$ cat src/rtl/mem_arb_pkg.sv
// mem_arb_pkg
//   Shared definitions for the I/D external-memory arbiter: FSM state
//   encodings, requester IDs and the watchdog counter helper.
package mem_arb_pkg;

  typedef logic [1:0] arb_state_t;

  localparam arb_state_t ST_IDLE = 2'd0;
  localparam arb_state_t ST_BUSY = 2'd1;
  localparam arb_state_t ST_GAP  = 2'd2;

  localparam logic REQ_I = 1'b0;
  localparam logic REQ_D = 1'b1;

  localparam int CNT_W = 16;

  // Watchdog increment that sticks at all-ones instead of wrapping.
  function automatic logic [CNT_W-1:0] sat_inc(input logic [CNT_W-1:0] v);
    return (&v) ? v : v + CNT_W'(1);
  endfunction

endpackage

$ cat src/rtl/mem_arbiter_rr_pick2.sv
// rr_pick2
//   Combinational two-way round-robin select. Bit 0 of req is the I port,
//   bit 1 the D port. On a tie the port that was not granted last wins.
// Ports:
//   req   in   2  request vector {d, i}
//   last  in   1  ID of the most recently granted port
//   gnt   out  1  ID of the selected port (meaningful when any = 1)
//   any   out  1  at least one request present
module rr_pick2
  import mem_arb_pkg::*;
(
  input  logic [1:0] req,
  input  logic       last,
  output logic       gnt,
  output logic       any
);

  always_comb begin
    gnt = REQ_I;
    case (req)
      2'b01:   gnt = REQ_I;
      2'b10:   gnt = REQ_D;
      2'b11:   gnt = ~last;
      default: gnt = REQ_I;
    endcase
  end

  assign any = |req;

endmodule

$ cat src/rtl/mem_arbiter.sv
// mem_arbiter
//   Shares one line-wide external memory port between the instruction cache
//   (port I) and the data cache (port D). Whole-line transactions are
//   serialised with round-robin fairness; ack/data/err go only to the owner.
//   A watchdog aborts transactions that never see ext_mem_ack.
// Ports:
//   clk, rst                 clock, asynchronous active-high reset
//   i_*/d_* addr,cs,we,data_i requester line address, request, write flag, data
//   i_*/d_* ack,data_o,err   completion pulse, read data, timeout-abort pulse
//   ext_mem_addr/cs/we/data_o  memory-side request
//   ext_mem_data_i, ext_mem_ack memory-side response
//
// state   | meaning
// --------+-------------------------------------------------------------
// IDLE    | no owner; picks a requester when any cs is high
// BUSY    | owner's request driven to memory, watchdog running
// GAP     | one dead cycle so the owner can drop cs before re-arbitration
module mem_arbiter
  import mem_arb_pkg::*;
#(
  parameter int ADDR_W  = 32,
  parameter int DATA_W  = 256,
  parameter int TIMEOUT = 1023
) (
  input  logic              clk,
  input  logic              rst,
  input  logic [ADDR_W-1:0] i_addr,
  input  logic [ADDR_W-1:0] d_addr,
  input  logic              i_cs,
  input  logic              d_cs,
  input  logic              i_we,
  input  logic              d_we,
  input  logic [DATA_W-1:0] i_data_i,
  input  logic [DATA_W-1:0] d_data_i,
  output logic              i_ack,
  output logic              d_ack,
  output logic [DATA_W-1:0] i_data_o,
  output logic [DATA_W-1:0] d_data_o,
  output logic              i_err,
  output logic              d_err,
  output logic [ADDR_W-1:0] ext_mem_addr,
  output logic              ext_mem_cs,
  output logic              ext_mem_we,
  output logic [DATA_W-1:0] ext_mem_data_o,
  input  logic [DATA_W-1:0] ext_mem_data_i,
  input  logic              ext_mem_ack
);

  localparam logic [CNT_W-1:0] TO_LAST = CNT_W'(TIMEOUT - 1);

  arb_state_t       state;
  logic             grant;
  logic             last_grant;
  logic [CNT_W-1:0] cnt;

  logic             pick_gnt;
  logic             pick_any;
  logic             busy;
  logic             owner_cs;

  rr_pick2 u_pick (
    .req  ({d_cs, i_cs}),
    .last (last_grant),
    .gnt  (pick_gnt),
    .any  (pick_any)
  );

  assign busy     = (state == ST_BUSY);
  assign owner_cs = (grant == REQ_D) ? d_cs : i_cs;

  always_ff @(posedge clk or posedge rst) begin
    if (rst) begin
      state      <= ST_IDLE;
      grant      <= REQ_I;
      last_grant <= REQ_D;
      cnt        <= '0;
      i_err      <= 1'b0;
      d_err      <= 1'b0;
    end else begin
      i_err <= 1'b0;
      d_err <= 1'b0;
      case (state)
        ST_IDLE: begin
          if (pick_any) begin
            grant <= pick_gnt;
            cnt   <= '0;
            state <= ST_BUSY;
          end
        end
        ST_BUSY: begin
          // Priority: memory ack, then requester abort, then watchdog.
          if (ext_mem_ack) begin
            last_grant <= grant;
            cnt        <= '0;
            state      <= ST_GAP;
          end else if (!owner_cs) begin
            last_grant <= grant;
            cnt        <= '0;
            state      <= ST_IDLE;
          end else if (cnt == TO_LAST) begin
            last_grant <= grant;
            cnt        <= '0;
            state      <= ST_GAP;
            if (grant == REQ_I) i_err <= 1'b1;
            else                d_err <= 1'b1;
          end else begin
            cnt <= sat_inc(cnt);
          end
        end
        ST_GAP: begin
          state <= ST_IDLE;
        end
        default: begin
          state <= ST_IDLE;
        end
      endcase
    end
  end

  // Memory-side request is only driven in BUSY; zero elsewhere so reset
  // (which forces IDLE asynchronously) immediately clears every output.
  always_comb begin
    ext_mem_cs     = busy & owner_cs;
    ext_mem_addr   = '0;
    ext_mem_we     = 1'b0;
    ext_mem_data_o = '0;
    if (busy) begin
      if (grant == REQ_D) begin
        ext_mem_addr   = d_addr;
        ext_mem_we     = d_we;
        ext_mem_data_o = d_data_i;
      end else begin
        ext_mem_addr   = i_addr;
        ext_mem_we     = i_we;
        ext_mem_data_o = i_data_i;
      end
    end
  end

  // Ack passes straight through to the owner; read data is gated by ack so
  // the non-owner never sees memory data.
  assign i_ack    = busy & ext_mem_ack & (grant == REQ_I);
  assign d_ack    = busy & ext_mem_ack & (grant == REQ_D);
  assign i_data_o = i_ack ? ext_mem_data_i : '0;
  assign d_data_o = d_ack ? ext_mem_data_i : '0;

endmodule

$ cat config.mk
export PLATFORM = sky130hd
export DESIGN_NAME = mem_arbiter
export DESIGN_NICKNAME = d
export VERILOG_FILES = /design/src/rtl/mem_arb_pkg.sv /design/src/rtl/mem_arbiter_rr_pick2.sv /design/src/rtl/mem_arbiter.sv
export SDC_FILE = /design/constraint.sdc
export NUM_CORES = 1
export LEC_CHECK = 0
export CORE_AREA = 8 8 626 628
export DETAILED_ROUTE_END_ITERATION = 10
export DIE_AREA = 0 0 634 636
export PLACE_DENSITY = 0.3
export SYNTH_ARGS = -nofsm -noshare
export SYNTH_HDL_FRONTEND = slang
export SYNTH_SLANG_ARGS = --single-unit
$ cat constraint.sdc
create_clock -name clk -period 2.57 [get_ports clk]
set_clock_uncertainty 0.05 [all_clocks]
set_input_delay 0.257 -clock clk [delete_from_list [all_inputs] [get_ports clk]]
set_output_delay 0.257 -clock clk [all_outputs]
set_load 0.1 [all_outputs]
Word-level counts from Yosys, hierarchy flattened
Cells that the tools add are included.
{ "classes": {"add_sub_neg": 1, "n_eq_ne": 8, "mux": 34, "bitwise_logic": 6, "n_reduce_logical": 8} }
{ "ops": {"columns": ["operator", "n"], "rows": [
  ["$mux 256", 4],
  ["$mux 16", 5],
  ["$mux 32", 2],
  ["$pmux 16 s2", 1],
  ["$add 16x1->16 const B", 1],
  ["$eq 16x10->1 const B", 1],
  ["$mux 1", 16],
  ["$reduce_and 16->1", 1],
  ["$mux 2", 4],
  ["$reduce_and 2->1", 3],
  ["$ne 5x5->1 const B", 1],
  ["$and 1x1->1", 4],
  ["$eq 2x2->1 const B", 2],
  ["$ne 4x3->1 const B", 1],
  ["$pmux 2 s2", 1],
  ["$ne 3x2->1 const B", 1],
  ["$reduce_and 3->1", 1],
  ["$eq 2x1->1 const B", 1],
  ["$logic_not 2->1", 1],
  ["$ne 2x2->1 const B", 1],
  ["$not 1->1", 2],
  ["$pmux 1 s2", 1],
  ["$reduce_bool 2->1", 1],
  ["$reduce_or 2->1", 1]
]} }
{ "word_totals": {"ff_bits": 22, "input_bits": 839, "out_inout_bits": 806, "word_cells": 63} }

Depth between registers and ports, before layout
Gate-level depths: netlist (run 1).
{ "depth": {"word_depth": 6, "mapped_depth": 9, "depth_no_buf": 7} }

Hierarchy
Synthesis (run 1) repeated with hierarchy kept, for this count alone.
{ "unflattened": {"cells_unflattened": 1360, "hier_area_um2": 8942.3} }
{ "modules_own_cells": {"columns": ["mod", "n_inst", "cells_per_inst", "area_per_inst_um2", "seq_area_each_um2"], "rows": [
  ["mem_arbiter", 1, 1358, 8928.6, 551.8],
  ["rr_pick2", 1, 2, 13.8, 0.0]
]} }

Least setup slack after synthesis (run 1)
OpenSTA, ideal clock, no wires.
{ "synth_path": {"kind": "register -> output", "from": "reg state[1]", "to": "out d_data_o[246]", "arrival_time_ps": 2718, "required_time_ps": 2263, "setup_slack_ps": -455, "path_stages_with_launch": 6, "path_buffers": 2, "path_cell_list": "dfrtp_1 > nor2b_1 > and3_1 > clkbuf_1 > clkbuf_1 > and2_1"} }
{ "synth_via": {"elab_chain_len": 4} }
{ "synth_rtl": {"columns": ["element", "line_no", "rtl"], "rows": [
  ["start, declared", "mem_arbiter.sv:51", "arb_state_t state;"],
  ["start signal, assigned", "mem_arbiter.sv:73", "state <= ST_IDLE;"],
  ["start signal, assigned", "mem_arbiter.sv:87", "state <= ST_BUSY;"],
  ["start signal, assigned", "mem_arbiter.sv:95", "state <= ST_GAP;"],
  ["$eq 2x1->1", "mem_arbiter.sv:68", "assign busy = (state == ST_BUSY);"],
  ["$and 1x1->1 (2 in series)", "mem_arbiter.sv:143", "assign d_ack = busy & ext_mem_ack & (grant == REQ_D);"],
  ["via d_ack", "mem_arbiter.sv:36", "output logic d_ack,"],
  ["$mux 256", "mem_arbiter.sv:145", "assign d_data_o = d_ack ? ext_mem_data_i : '0;"],
  ["end, declared", "mem_arbiter.sv:38", "output logic [DATA_W-1:0] d_data_o,"]
]} }
The timed path passes the listed nets, and every way through them passes these cells.

Worst setup path in the final report (run 1)
{ "layout_path": {"from": "reg grant", "to": "out ext_mem_data_o[240]"} }
{ "layout_via": {"elab_chain_len": 2} }
{ "layout_rtl": {"columns": ["element", "line_no", "rtl"], "rows": [
  ["start, declared", "mem_arbiter.sv:52", "logic grant;"],
  ["start signal, assigned", "mem_arbiter.sv:85", "grant <= pick_gnt;"],
  ["$mux 256", "mem_arbiter.sv:128", "if (grant == REQ_D) begin"],
  ["$mux 256", "mem_arbiter.sv:127", "if (busy) begin"],
  ["end, declared", "mem_arbiter.sv:44", "output logic [DATA_W-1:0] ext_mem_data_o,"]
]} }
Every way passes these cells.

==> run_results.csv, run 1 <==
group,metric,value,unit
pwr,ir_worst_vdd,0.766,mV
routing,detail_route.drc_violations,0,
grt,first_global_vias,18600,
floorplan,row_count,227,
floorplan,ios,1645,
placement,dpl.hpwl,329000,um
sta,hold_ws,0.265,ns
placement,routabilityCongestion,0.955,
run_status,run_status,"completed",
cts,cts_max_level,1,
finish,fin_area,41700,um2
routing,vias,19300,
cts,clkTransAtPathRegs,0.06,ns
logic_synthesis,synth_top_family_by_area,"simple AND/OR/NAND/NOR gates",
finish,post_layout_nonfiller_instances,8098,
routing,drt_pass1_iterations,5,
logic_synthesis,synth_fp_nets,2206,
logic_synthesis,synthAdderAreaFrac,0.00280,
floorplan,die_height,636,um
pwr,power_density,1180,nW/um2
logic_synthesis,ys_types,38,
finish,drive_gt1_frac,0.418,
logic_synthesis,synthArstFlopShare,1.00,
worst_setup_path,crit_type,"register to primary output",
logic_synthesis,synth_xor_area_frac,0,
routing,drt_iter0_drc,1151,
logic_synthesis,synth_edf_count,0,
floorplan,core_area,381000,um2
worst_setup_path,cp.required,2.26,ns
worst_setup_path,crit_fanout,41,
pwr,leakagePower,15.1,nW
logic_synthesis,synthSimpleGateAreaFrac,0.522,
logic_synthesis,avgSynthCellArea,6.55,um2
run,drv_cap,0,
logic_synthesis,synth_area,8940,um2
sta,finalSetupViolations,0,
routing,viasPerCell,2.38,
routing,routedWlPerCell,42.8,um
logic_synthesis,yosys-mux-area-fraction,0.326,
grt,overflow,0,
finish,fin_nets,3842,
placement,place_area,41000,um2
placement,numPortBuffers,1644,
finish,area.growth.synth_to_final,366,%
floorplan,start_util,0.0235,
routing,routed_wl,346000,um
logic_synthesis,synth_cells,1365,
cts,numCtsBuffers,3,
cts,ctsLongestPathBuffers,2,
cts,root_buffer,"clkbuf_16",
hold_path,min_path_type,"primary input to asynchronous set/reset pin",
floorplan,dieArea,403000,um2
sta,worst_pin_slew,0.837,ns
grt,antenna_found_initial,429,
logic_synthesis,synth_warnings,0,
logic_synthesis,ys_ff_latch,22,
placement,dpl.cell_count,8017,
sta,rsz0062_at_grt,"true",
pwr,power,49.3,mW
finish,mostFrequentLayoutCells,"837 x clkdlybuf4s50_1, 828 x buf_12, 482 x and2_1",
floorplan,die_x,634,um
logic_synthesis,ys_seq_area_frac,0.0617,
cts,cts_tree,"done",
logic_synthesis,synth_compound_area_frac,0.0274,
logic_synthesis,ys.flop_type,"dfrtp_1",
sta,drv_slew,0,
sta,finalCritPeriodShare,0.982,
finish,final_common_cell,"clkdlybuf4s50_1",
cts,cts.sinks,22,
cts,worstSkewPairLatency,0.26,ns
sta,hold_violations,0,
sta,max_freq,396,MHz
worst_setup_path,critPathCaptureType,"primary output",
grt,grt_pass1_wl,389000,um
grt,grt_usage,0.163,
sta,relSlewSlack,0.442,
finish,final_core_util,0.109,
worst_setup_path,cp.arrival,2.22,ns
sta,min_period,2.52,ns
worst_setup_path,start_kind,"register",
routing,ant_nets,0,
cts,postCtsHoldBufs,0,
grt,grt_start_max_net_pins,105,
## report_power, final
part / switching, mW / internal (mW) / total (mW)
clock: 0.131 / 0.238 / 0.369
combinational: 33.5 / 15.0 / 48.5
sequential: 0.0831 / 0.395 / 0.478
## per-stage QoR
| step | setup slack, ns | TNS [ns] |
|---|---|---|
| final | 0.0451 | 0 |
| after global routing | -0.0211 | -0.0427 |
| after CTS | -0.00527 | -0.0175 |
| after detailed placement | -0.363 | -55.47 |
| after global placement | -0.430 | -52.65 |
| after floorplan | -0.128 | -1.54 |
## synthesized netlist by cell type, types with 2 or more instances
| master | number | area, um2 |
|---|---|---|
| clkbuf_1 | 97 | 364 |
| o21ai_0 | 7 | 35.0 |
| buf_2 | 5 | 25.0 |
| and2_1 | 513 | 3210 |
| nand3_1 | 8 | 40.0 |
| ha_1 | 2 | 25.0 |
| a41oi_1 | 3 | 26.3 |
| nand2b_1 | 3 | 18.8 |
| buf_1 | 25 | 93.8 |
| nor2_1 | 301 | 1130 |
| nor3_1 | 4 | 20.0 |
| dfrtp_1 | 21 | 526 |
| nand2_1 | 22 | 82.6 |
| buf_6 | 3 | 33.8 |
| and3_1 | 3 | 18.8 |
| nor4_1 | 3 | 18.8 |
| mux2i_1 | 290 | 2900 |
| inv_1 | 5 | 18.8 |
| nand4_1 | 6 | 37.5 |
| a31oi_1 | 15 | 93.8 |
| a21oi_1 | 12 | 60.1 |
## routing by layer
metal	GRT usage	vias to the layer above	wire length, um
met2	0.290	1808	170000
met5	0	-	1010
met3	0.113	556	55400
met4	0.0136	146	5530
li1	-	7759	-
met1	0.162	8999	115000
## timing repair
item / 4_1_cts / 5_1_grt
endpoints found under the hold margin: 0 / 0
gates resized for setup: 23 / 31
setup buffers: 6 / 3
endpoints found under the setup margin: 477 / 147
gates cloned: 1 / 7
pin swaps: 2 / 1
## cells by family after synthesis
kind of cell	after synthesis
compound gates	41
flops	22
buf+inv	135
fa+ha+maj	2
simple gates	874
mux	291
## final cells by class
class,instances,area [um2]
Antenna cell,60,150
Clock buffer,4,88.8
Fill cell,43700,339000
Inverter,5,18.8
Multi-Input combinational cell,1209,8690
Sequential cell,22,556
Tap cell,5038,6300
Timing Repair Buffer,1760,25900
## registers in the layout (all words and copies together) (netlist names)
name and flops:
cnt 16, state 2, d_err 1, grant 1
i_err 1, last_grant 1
## path summary, 6_finish.rpt
check | to | startpoint | depth (start not counted) | slack [ns]
min in group clk | cnt[9]$_DFFE_PP0P_ | cnt[9]$_DFFE_PP0P_ | 1 | 0.48
hold reg to reg | cnt[9]$_DFFE_PP0P_ | cnt[9]$_DFFE_PP0P_ | 1 | 0.48
setup / recovery | ext_mem_data_o[240] | grant$_DFFE_PP0P_ | 5 | 0.05
hold / removal | i_err$_DFF_PP0_ | rst | 2 | 0.27
max in group asynchronous | cnt[1]$_DFFE_PP0P_ | rst | 3 | 1.66
setup reg to reg | cnt[15]$_DFFE_PP0P_ | cnt[0]$_DFFE_PP0P_ | 7 | 0.13
## worst max-delay path, cell delays in order, from the launching register on
cell and delay [ns]:
dfrtp_4 0.58, buf_12 0.31, buf_4 0.29, mux2i_1 0.40
nor2_2 0.09, buf_12 0.20
Power figures use the tool's default switching activity.
==> inputs of run 2 (changes only) <==
--- a/config.mk
+++ b/config.mk
@@ -5,9 +5,10 @@
 export SDC_FILE = /design/constraint.sdc
 export NUM_CORES = 1
 export LEC_CHECK = 0
-export CORE_AREA = 8 8 626 628
+export ABC_AREA = 1
+export CORE_AREA = 8 8 633 635
 export DETAILED_ROUTE_END_ITERATION = 10
-export DIE_AREA = 0 0 634 636
+export DIE_AREA = 0 0 641 643
 export PLACE_DENSITY = 0.3
 export SYNTH_ARGS = -nofsm -noshare
 export SYNTH_HDL_FRONTEND = slang
==> run 2 against run 1 <==
Wire length decreased by 7.0%. Critical path depth unchanged. Critical path type unchanged. Utilization increased by 0.49 points. Global-route usage decreased by 1.5 points. Via count increased by 11%. Cell area increased by 7.1%. Highest routed layer unchanged. Non-clock buffer count increased by 18. Synthesized cell count increased by 46%. Sequential share of layout area decreased by 0.089 points. Cell count increased by 11%. Total power decreased by 6.3%.
==> run_results.csv, run 2 <==
group,metric,value,unit
finish,fin_nets,4466,
worst_setup_path,r2r_slack,0.39,ns
finish,top_register,"cnt",
sta,drv_slew,0,
pwr,power_frac_seq,0.010,
pwr,p_sw_frac,0.692,
cts,numCtsBuffers,3,
grt,overflow,0,
worst_setup_path,crit_fanout,27,
sta,hold_violations,0,
finish,area.growth.synth_to_final,417,%
worst_setup_path,start_kind,"register",
floorplan,dieArea,412000,um2
finish,final_common_cell,"clkdlybuf4s50_1",
grt,antenna_found_initial,318,
grt,first_global_vias,21600,
cts,postCtsHoldBufs,0,
logic_synthesis,yosys-mux-area-fraction,0,
logic_synthesis,synthTopCellsByCount,"637 x nand2_1, 544 x nor2_1, 291 x a21oi_1, 277 x inv_1, 74 x buf_2",
worst_setup_path,worst_path_max_delay_cell,"dfrtp_4",
logic_synthesis,synth_area,8630,um2
worst_setup_path,cpMostUsedCell,"buf_12",
finish,fin_area,44700,um2
floorplan,die_x,641,um
placement,dpl.hpwl,308000,um
logic_synthesis,synth_top_area_share,0.277,
grt,grt_pass1_wl,370000,um
finish,nFillCells,45100,
routing,routed_wl,322000,um
placement,routabilityCongestion,0.884,
finish,largest_reg_flops,16,
logic_synthesis,synthArstFlopShare,1.00,
logic_synthesis,ys.flop_type,"dfrtp_1",
logic_synthesis,yosys.area.top_type,"nand2_1",
run_status,run_status,"completed",
logic_synthesis,synth_edf_count,0,
worst_setup_path,cp.required,2.26,ns
finish,final_core_util,0.114,
sta,min_period,2.52,ns
pwr,power_density,1030,nW/um2
floorplan,core_area,391000,um2
logic_synthesis,avgSynthCellArea,4.33,um2
floorplan,start_util,0.0221,
sta,finalCritPeriodShare,0.981,
logic_synthesis,ys_seq_area_frac,0.0639,
finish,seqCellArea,556,um2
worst_setup_path,critPathTopFamily,"buffers and inverters",
pwr,combPwrFrac,0.981,
finish,drive_gt1_frac,0.460,
pwr,p_switching,32.0,mW
logic_synthesis,ys_ff_latch,22,
logic_synthesis,synth_top_family_by_area,"simple AND/OR/NAND/NOR gates",
finish,mostFrequentLayoutCells,"837 x clkdlybuf4s50_1, 836 x buf_12, 636 x nand2_1",
run,drv_cap,0,
logic_synthesis,synth_xor_area_frac,0.00507,
placement,place_area,43700,um2
floorplan,die_height,643,um
sta,relSlewSlack,0.467,
logic_synthesis,synthSimpleGateAreaFrac,0.548,
routing,ant_nets,0,
cts,clkTransAtPathRegs,0.07,ns
hold_path,min_path_type,"primary input to asynchronous set/reset pin",
pwr,p_clk_frac,0.010,
routing,drt_iter0_drc,1148,
placement,numPortBuffers,1644,
finish,largestRegisters,"cnt x16, state x2",
pwr,leakagePower,15.9,nW
grt,grt_start_max_net_pins,76,
logic_synthesis,synthAdderAreaFrac,0.00290,
logic_synthesis,synth_fp_nets,2836,
grt,grt_usage,0.148,
routing,vias,21400,
logic_synthesis,synth_warnings,0,
logic_synthesis,synth_cells,1995,
worst_setup_path,critPathCaptureType,"primary output",
worst_setup_path,slowest_delay,0.51,ns
pwr,p_int,14.3,mW
sta,max_freq,397,MHz
floorplan,row_count,230,
routing,detail_route.drc_violations,0,
worst_setup_path,path_cells,"buf_12, buf_4, nand2_1, a21oi_2, buf_12",
logic_synthesis,post-synth-top-count-cell,"nand2_1",
logic_synthesis,ys_types,31,
cts,root_buffer,"clkbuf_16",
worst_setup_path,crit_type,"register to primary output",
sta,worst_pin_slew,0.800,ns
logic_synthesis,synth_area_leaders,"nand2_1 28%, nor2_1 24%, a21oi_1 17%",
sta,finalSetupTns,0,ns
finish,multiInputGateArea,9910,um2
sta,finalSetupViolations,0,
routing,drt_pass1_iterations,5,
cts,cts_max_level,1,
routing,viasPerCell,2.38,
floorplan,ios,1645,
worst_setup_path,critPathBufInv,3,
cts,worstSkewPairLatency,0.26,ns
cts,cts_tree,"done",
routing,routedWlPerCell,35.9,um
cts,cts.sinks,22,
pwr,ir_worst_vdd,0.788,mV
worst_setup_path,cp.arrival,2.21,ns
logic_synthesis,synth_compound_area_frac,0.177,
cts,ctsLongestPathBuffers,2,
[run 2: cell types whose count changed in the layout (fill, tap and decap cells not counted), sizes merged, moves of 245 or more]
cell and change:
nand2 +626, and2 -513, mux2i -290, a21oi +279, inv +278, nor2 +245
[run 2: timing repair]
action | 4_1_cts | 5_1_grt
gates cloned | 0 | 10
endpoints found under the setup margin | 240 | 214
setup buffers | 1 | 6
gates resized for setup | 37 | 56
pin swaps | 1 | 2
[run 2: power groups by stage]
stage	Combinational, mW	Clock, mW	Sequential [mW]
finish	45.3	0.455	0.444
global route	46.8	0.481	0.448
CTS	46.0	0.468	0.442
detailed placement	45.8	0	0.442
global placement	45.9	0	0.442
floorplan	25.5	0	0.415
[run 2: worst paths after layout]
path | from | endpoint | cells after the start
min in group clk | ext_mem_ack | d_err$_DFF_PP0_ | 4
worst max-delay path | grant$_DFFE_PP0P_ | ext_mem_data_o[244] | 5
max in group asynchronous | rst | cnt[9]$_DFFE_PP0P_ | 3
worst min-delay path | rst | cnt[4]$_DFFE_PP0P_ | 2
worst max register to register | grant$_DFFE_PP0P_ | cnt[9]$_DFFE_PP0P_ | 10
worst min register to register | last_grant$_DFFE_PP1P_ | last_grant$_DFFE_PP1P_ | 2
[run 2: logic make-up after synthesis]
group / Yosys count
AOI/OAI and AO/OA: 301
xor gates and xnor gates: 5
adders and majority gates: 2
buffers and inverters: 438
DFF: 22
and+or+nand+nor: 1227
[run 2: final cells by class]
type                    instances  share of cell area
well taps                    5220               0.146
inverters                     283              0.0248
clock buffers                   3             0.00168
multi-input cells            1535               0.222
diodes                        120             0.00672
repair inverters                2            0.000924
flip-flops and latches         22              0.0124
repair buffers               1778               0.585
clock inverters                 1            0.000672
[run 2: metrics by stage]
step | hold WS, ns | setup WS [ns] | std cells | total power, mW
global route | 0.426 | -0.00962 | 8936 | 47.7
global placement | 0.442 | -0.436 | 8823 | 46.3
detailed placement | 0.448 | -0.331 | 8823 | 46.3
CTS | 0.389 | -0.0440 | 8828 | 46.9
finish | 0.368 | 0.0482 | 8964 | 46.2
floorplan | 0.195 | -0.649 | 1995 | 26.0
[run 2: layer usage]
metal,share of wire,GRT usage
met2,0.60,0.322
met5,0.0027,0
met3,0.074,0.0460
met4,0.030,0.0288
met1,0.30,0.129
[run 2: worst register-to-register path: stages (launching register included)]
cell     delay (ns)
dfrtp_4        0.55
inv_12         0.18
buf_12         0.24
nand2_1        0.16
nand2_1        0.17
nand3_4        0.16
inv_2          0.12
nand2_4        0.09
nand2_4        0.23
nand2_1        0.08
nand2_1        0.07
